`config.mk`:
```
export PLATFORM = sky130hd
export DESIGN_NAME = cdc_hs_tx_flat
export DESIGN_NICKNAME = d
export VERILOG_FILES = /design/src/rtl/cdc_hs_tx_if.sv /design/src/rtl/cdc_hs_tx.sv /design/src/flat_wrapper.sv
export SDC_FILE = /design/constraint.sdc
export NUM_CORES = 1
export LEC_CHECK = 0
export ABC_AREA = 0
export CAP_MARGIN = 40
export CORE_AREA = 2 2 39 41
export CTS_BUF_LIST = sky130_fd_sc_hd__clkbuf_8
export DETAILED_ROUTE_END_ITERATION = 16
export DIE_AREA = 0 0 41 43
export DONT_BUFFER_PORTS = 1
export PLACE_DENSITY = 0.61
export SYNTH_ARGS = -nofsm -noshare
export SYNTH_HDL_FRONTEND = slang
export SYNTH_SLANG_ARGS = --single-unit
```
`constraint.sdc`:
```
create_clock -name HsTx_CLK -period 2.8 [get_ports HsTx_CLK]
set_clock_uncertainty 0.15 [all_clocks]
set_input_delay 0.56 -clock HsTx_CLK [delete_from_list [all_inputs] [get_ports HsTx_CLK]]
set_output_delay 0.56 -clock HsTx_CLK [all_outputs]
set_load 0.01 [all_outputs]
```
`src/rtl/cdc_hs_tx_if.sv`:
```
// cdc_hs_tx_if
// Bundles the word/handshake signals of the toggle-handshake CDC transmitter.
//   HsTx_DATA_IN   : word offered by the source logic
//   HsTx_VALID     : source has a word
//   HsTx_READY     : transmitter can accept a word
//   HsTx_DATA_OUT  : word held stable towards the destination domain
//   HsTx_REQ       : request toggle towards the destination domain
//   HsTx_ACK_ASYNC : acknowledge toggle returned by the destination (async)
//   HsTx_DONE      : one-cycle pulse when a transfer has been acknowledged
//   HsTx_ERR       : sticky protocol-error flag
// Modport "slave" is the transmitter itself; "master" is its environment.
interface cdc_hs_tx_if #(
  parameter int WIDTH = 8
);
  logic [WIDTH-1:0] HsTx_DATA_IN;
  logic             HsTx_VALID;
  logic             HsTx_READY;
  logic [WIDTH-1:0] HsTx_DATA_OUT;
  logic             HsTx_REQ;
  logic             HsTx_ACK_ASYNC;
  logic             HsTx_DONE;
  logic             HsTx_ERR;

  modport slave (
    input  HsTx_DATA_IN,
    input  HsTx_VALID,
    input  HsTx_ACK_ASYNC,
    output HsTx_READY,
    output HsTx_DATA_OUT,
    output HsTx_REQ,
    output HsTx_DONE,
    output HsTx_ERR
  );

  modport master (
    output HsTx_DATA_IN,
    output HsTx_VALID,
    output HsTx_ACK_ASYNC,
    input  HsTx_READY,
    input  HsTx_DATA_OUT,
    input  HsTx_REQ,
    input  HsTx_DONE,
    input  HsTx_ERR
  );
endinterface

```
`src/rtl/cdc_hs_tx.sv`:
```
// cdc_hs_tx
// Transmitting end of the toggle-handshake clock-domain-crossing link.
// A word accepted over valid/ready is registered onto HsTx_DATA_OUT, the
// request line is toggled one cycle later, and the block waits until the
// synchronized acknowledge toggle matches the request again.
// Ports:
//   HsTx_CLK : sending-domain clock, rising edge
//   HsTx_RST : synchronous active-high reset
//   bus      : cdc_hs_tx_if.slave (data, valid/ready, req/ack, done, err)
// Parameters:
//   WIDTH  : data word width (>= 1)
//   STAGES : flop stages on the acknowledge synchronizer (>= 2)
//
// state      | meaning
// -----------+-------------------------------------------------------------
// S_IDLE     | ready for a new word; request and acknowledge should match
// S_SETUP    | data registered, request toggles on the next edge
// S_WAIT_ACK | request outstanding, waiting for the acknowledge to match
module cdc_hs_tx #(
  parameter int WIDTH  = 8,
  parameter int STAGES = 2
) (
  input  logic      HsTx_CLK,
  input  logic      HsTx_RST,
  cdc_hs_tx_if.slave bus
);

  typedef enum logic [1:0] {
    S_IDLE     = 2'd0,
    S_SETUP    = 2'd1,
    S_WAIT_ACK = 2'd2
  } state_t;

  state_t           state_q;
  state_t           state_d;

  logic [STAGES-1:0] ack_sync_q;
  logic              ack_s;

  logic [WIDTH-1:0]  data_q;
  logic              req_q;
  logic              done_q;
  logic              err_q;

  logic              ready;
  logic              capture;
  logic              toggle_req;
  logic              done_d;
  logic              err_set;

  // Acknowledge synchronizer; only the last stage is ever observed.
  always_ff @(posedge HsTx_CLK) begin
    if (HsTx_RST) begin
      ack_sync_q <= '0;
    end else begin
      ack_sync_q <= {ack_sync_q[STAGES-2:0], bus.HsTx_ACK_ASYNC};
    end
  end

  assign ack_s = ack_sync_q[STAGES-1];

  // READY is a state decode, held low during reset so nothing is accepted
  // on an edge that is also clearing the block.
  assign ready = (state_q == S_IDLE) && !HsTx_RST;

  always_ff @(posedge HsTx_CLK) begin
    if (HsTx_RST) begin
      state_q <= S_IDLE;
    end else begin
      state_q <= state_d;
    end
  end

  always_comb begin
    state_d    = state_q;
    capture    = 1'b0;
    toggle_req = 1'b0;
    done_d     = 1'b0;
    unique case (state_q)
      S_IDLE: begin
        if (bus.HsTx_VALID && ready) begin
          capture = 1'b1;
          state_d = S_SETUP;
        end
      end
      S_SETUP: begin
        // Data was registered on the previous edge, so the destination
        // never sees the request toggle before the word is stable.
        toggle_req = 1'b1;
        state_d    = S_WAIT_ACK;
      end
      S_WAIT_ACK: begin
        if (ack_s == req_q) begin
          done_d  = 1'b1;
          state_d = S_IDLE;
        end
      end
      default: begin
        state_d = S_IDLE;
      end
    endcase
  end

  // Outside WAIT_ACK the acknowledge has no reason to differ from the
  // request; a mismatch there means the far side toggled on its own.
  assign err_set = (state_q != S_WAIT_ACK) && (ack_s != req_q);

  always_ff @(posedge HsTx_CLK) begin
    if (HsTx_RST) begin
      data_q <= '0;
      req_q  <= 1'b0;
      done_q <= 1'b0;
      err_q  <= 1'b0;
    end else begin
      if (capture) begin
        data_q <= bus.HsTx_DATA_IN;
      end
      if (toggle_req) begin
        req_q <= ~req_q;
      end
      done_q <= done_d;
      if (err_set) begin
        err_q <= 1'b1;
      end
    end
  end

  assign bus.HsTx_READY    = ready;
  assign bus.HsTx_DATA_OUT = data_q;
  assign bus.HsTx_REQ      = req_q;
  assign bus.HsTx_DONE     = done_q;
  assign bus.HsTx_ERR      = err_q;

endmodule

```
`src/flat_wrapper.sv`:
```
// flat-port wrapper written by rule: the top's interface ports become plain ports
module cdc_hs_tx_flat 
#(
  parameter int WIDTH  = 8,
  parameter int STAGES = 2
)
  (HsTx_CLK, HsTx_RST, bus_HsTx_DATA_IN, bus_HsTx_VALID, bus_HsTx_ACK_ASYNC, bus_HsTx_READY, bus_HsTx_DATA_OUT, bus_HsTx_REQ, bus_HsTx_DONE, bus_HsTx_ERR);
  cdc_hs_tx_if #(.WIDTH(WIDTH)) bus_i ();
  input  logic HsTx_CLK;
  input  logic HsTx_RST;
  input wire logic [$bits(bus_i.HsTx_DATA_IN)-1:0] bus_HsTx_DATA_IN;
  input wire logic [$bits(bus_i.HsTx_VALID)-1:0] bus_HsTx_VALID;
  input wire logic [$bits(bus_i.HsTx_ACK_ASYNC)-1:0] bus_HsTx_ACK_ASYNC;
  output wire logic [$bits(bus_i.HsTx_READY)-1:0] bus_HsTx_READY;
  output wire logic [$bits(bus_i.HsTx_DATA_OUT)-1:0] bus_HsTx_DATA_OUT;
  output wire logic [$bits(bus_i.HsTx_REQ)-1:0] bus_HsTx_REQ;
  output wire logic [$bits(bus_i.HsTx_DONE)-1:0] bus_HsTx_DONE;
  output wire logic [$bits(bus_i.HsTx_ERR)-1:0] bus_HsTx_ERR;
  assign bus_i.HsTx_DATA_IN = bus_HsTx_DATA_IN;
  assign bus_i.HsTx_VALID = bus_HsTx_VALID;
  assign bus_i.HsTx_ACK_ASYNC = bus_HsTx_ACK_ASYNC;
  assign bus_HsTx_READY = bus_i.HsTx_READY;
  assign bus_HsTx_DATA_OUT = bus_i.HsTx_DATA_OUT;
  assign bus_HsTx_REQ = bus_i.HsTx_REQ;
  assign bus_HsTx_DONE = bus_i.HsTx_DONE;
  assign bus_HsTx_ERR = bus_i.HsTx_ERR;
  cdc_hs_tx #(.WIDTH(WIDTH), .STAGES(STAGES)) u_core (.HsTx_CLK(HsTx_CLK), .HsTx_RST(HsTx_RST), .bus(bus_i));
endmodule
```
==> results by group <==
STA
  • Aggregate negative setup slack: 0 ps
  • Relative slew margins: 0.675
  • RSZ-0062 raised after global routing: false
  • Total setup violations reported at the end of the flow: 0
  • Slew at the pin closest to its max-slew limit: 485 ps
  • Fraction of the cycle the final worst path needs: 0.601
  • Final count of hold timing violations: 0
  • Max Clock Freq: 0.594 GHz
  • Slew Limit Fails: 0
  • Post-route minimum period: 1680 ps

Setup path
  • Worst path slowest cell: sky130_fd_sc_hd__nor3_1
  • Maximum fanout count along the critical path: 6
  • Delay contributed by the slowest stage of the critical path: 390 ps
  • Start-to-end type of the worst setup path: reg -> out
  • Type of element capturing the critical path: primary output
  • Critical path buffer and inverter count: 0
  • Gate family responsible for the most delay along the worst path: simple AND/OR/NAND/NOR gates
  • WP data arrival: 970 ps
  • Worst path cell trace: nor3_1
  • CP Launch Type: register
  • Required time at the endpoint of the critical path: 2090 ps

Floorplan
  • Initial core utilization: 0.380
  • Die X: 41 µm
  • Row count: 14
  • Total die area: 0.00176 mm²
  • Core footprint: 0.00138 mm²
  • Height of the chip: 43 µm
  • Top-Level Pins: 24

Place
  • Number of cells in the design after placement: 72
  • Number of input and output port buffers inserted: 0
  • HPWL Detailed: 641 µm
  • Placer Congestion: 0.606

Synth
  • Area fraction of the dominant cell type after synthesis: 0.571
  • Post-synthesis sequential area ratio: 0.571
  • Async set or reset register ratio after synthesis: 0
  • EDFF count, synth: 0
  • Synth Instances: 58
  • Area of the mapped netlist: 526 µm²
  • Syn Area/Cell: 9.06 µm²
  • #FFs+latches synth: 15
  • Post-Syn Nets: 70
  • Biggest area consumer among synthesized cells: sky130_fd_sc_hd__dfxtp_1
  • Most common flop cell mapped by yosys: sky130_fd_sc_hd__dfxtp_1
  • Warnings, synthesis: 0
  • Cells taking the most area after synthesis: sky130_fd_sc_hd__dfxtp_1 (57%), sky130_fd_sc_hd__nand2_1 (11%), sky130_fd_sc_hd__a21oi_1 (9.5%)
  • Number of distinct standard cells referenced by the synthesized netlist: 15

Routing
  • Wirelength, routed: 918 µm
  • Total met3 wirelength after detailed routing: 153 µm
  • Routed vias: 372
  • DR vias/cell: 4.89
  • Post-detailed-route DRC marker count: 0
  • Met1 Routed Length: 346 µm
  • Max Used Layer: met4
  • Wire length on met2: 395 µm
  • Antenna violation net count after detailed routing: 0
  • Number of DRC markers in iteration 0: 0
  • Routed WL per cell: 12.1 µm
  • Number of optimization iterations in the first detailed-route pass: 1

Clocking
  • Clock sinks: 15
  • Number of buffers added by the clock tree synthesis step: 3
  • Later-pin clock latency in the skew report: 240 ps
  • Quantity of hold-fixing buffers added after cts: 0
  • Clock transition time at the flip-flop clock pins of the worst setup and hold paths: 60 ps
  • CTS tree: built
  • Resize count post-CTS: 0
  • Maximum count of clock buffers along a single path: 2
  • Clock tree root buffer cell: sky130_fd_sc_hd__clkbuf_8
  • H-tree depth: 1
  • Post CTS Setup Buffer Count: 0

Power and ir drop
  • Total power consumption of the routed design: 440 µW
  • Maximum vdd ir drop: 0.422 mV
  • PwrDens: 764 mW/mm²
  • Leakage power of the design: 0.000229 µW

Cells and area
  • Antenna Diode Count: 0
  • Fraction of layout instances using a drive strength above 1: 0.0667
  • Area occupied by registers: 300 µm²
  • Most used cells in the layout excluding fill and tap cells: sky130_fd_sc_hd__nand2_1 (16), sky130_fd_sc_hd__dfxtp_1 (15), sky130_fd_sc_hd__a21oi_1 (10)
  • Fin nets: 73
  • Most common cell after layout, fill and taps aside: sky130_fd_sc_hd__nand2_1
  • Area of the multi-input gates: 210 µm²
  • Fill cell total of the finished layout: 156
  • Layout-stage area growth over the synthesis result: 9.52%
  • Final Util: 0.416
  • Final Non-Filler Cells: 76

Global routing
  • Global-route wire length before repair: 1.39 mm
  • Maximum number of pins on one net before global-route repair: 16
  • Initial antenna violation count: 0
  • Number of global-route vias before repair: 342
  • Total congestion overflow after global routing: 0
  • GRT Total Usage: 0.125

Min path
  • Path type of the worst min-delay path: in -> reg

Status
  • Run status: completed

Run
  • Max-cap violations: 0
[sequential cells by signal (all words and copies together) (netlist names)]
signal and flops:
u_core.bus.HsTx_DONE 1, u_core.bus.HsTx_REQ 1, u_core.bus.HsTx_DATA_OUT 8, u_core.state_q 2, u_core.bus.HsTx_ERR 1, u_core.ack_sync_q 2
[cells in the mapped netlist (all sizes together) (2+ instances only)]
master / count
nor2: 3
nor3: 2
nor2b: 3
dfxtp: 15
nand2: 16
a21oi: 10
[final timing paths]
kind	from	endpoint	slack (ps)	cells past startpoint
hold / removal	HsTx_RST	u_core.bus.HsTx_DATA_OUT[5]$_SDFFE_PP0P_	220	1
setup reg to reg	u_core.state_q[1]$_SDFFE_PP0P_	u_core.bus.HsTx_DATA_OUT[1]$_SDFFE_PP0P_	1510	3
hold reg to reg	u_core.ack_sync_q[0]$_SDFF_PP0_	u_core.ack_sync_q[1]$_SDFF_PP0_	290	1
setup / recovery	u_core.state_q[1]$_SDFFE_PP0P_	bus_HsTx_READY	1120	1
[final cells by class]
class,instances,share of cell area
Tap cell,16,0.0348
Clock inverter,1,0.00652
Multi-Input combinational cell,41,0.365
Clock buffer,3,0.0717
Sequential cell,15,0.522
[stage by stage]
step / hold slack, ps / worst slack [ps] / area (µm²)
CTS: 217 / 1100 / 576
global placement: 272 / 1210 / 531
floorplan: 264 / 1240 / 526
detailed placement: 279 / 1210 / 531
global route: 210 / 1040 / 576
finish: 221 / 1120 / 576
[metal layers]
| metal | track usage | vias up |
|---|---|---|
| li1 | - | 191 |
| met1 | 0.125 | 154 |
| met2 | 0.169 | 23 |
| met3 | 0.105 | 4 |
| met4 | 0.0800 | 0 |
| met5 | 0 | - |
[report_power, final]
group / leakage, µW / internal (µW) / switching [µW]
combinational: 0.0000793 / 13.4 / 16.1
clock: 0.0000269 / 97.0 / 70.5
sequential: 0.000123 / 228 / 15.0
total: 0.000229 / 338 / 102
[cells by family (layout without fill, tap and decap cells)]
logic type	after synthesis	after routing	share of synthesized area
compound gates	10	10	0.0952
xor+xnor	2	2	0.0333
buf+inv	2	4	0.0286
flops	15	15	0.571
simple gates	29	29	0.271
No activity file was read; power rests on OpenSTA's default activity.
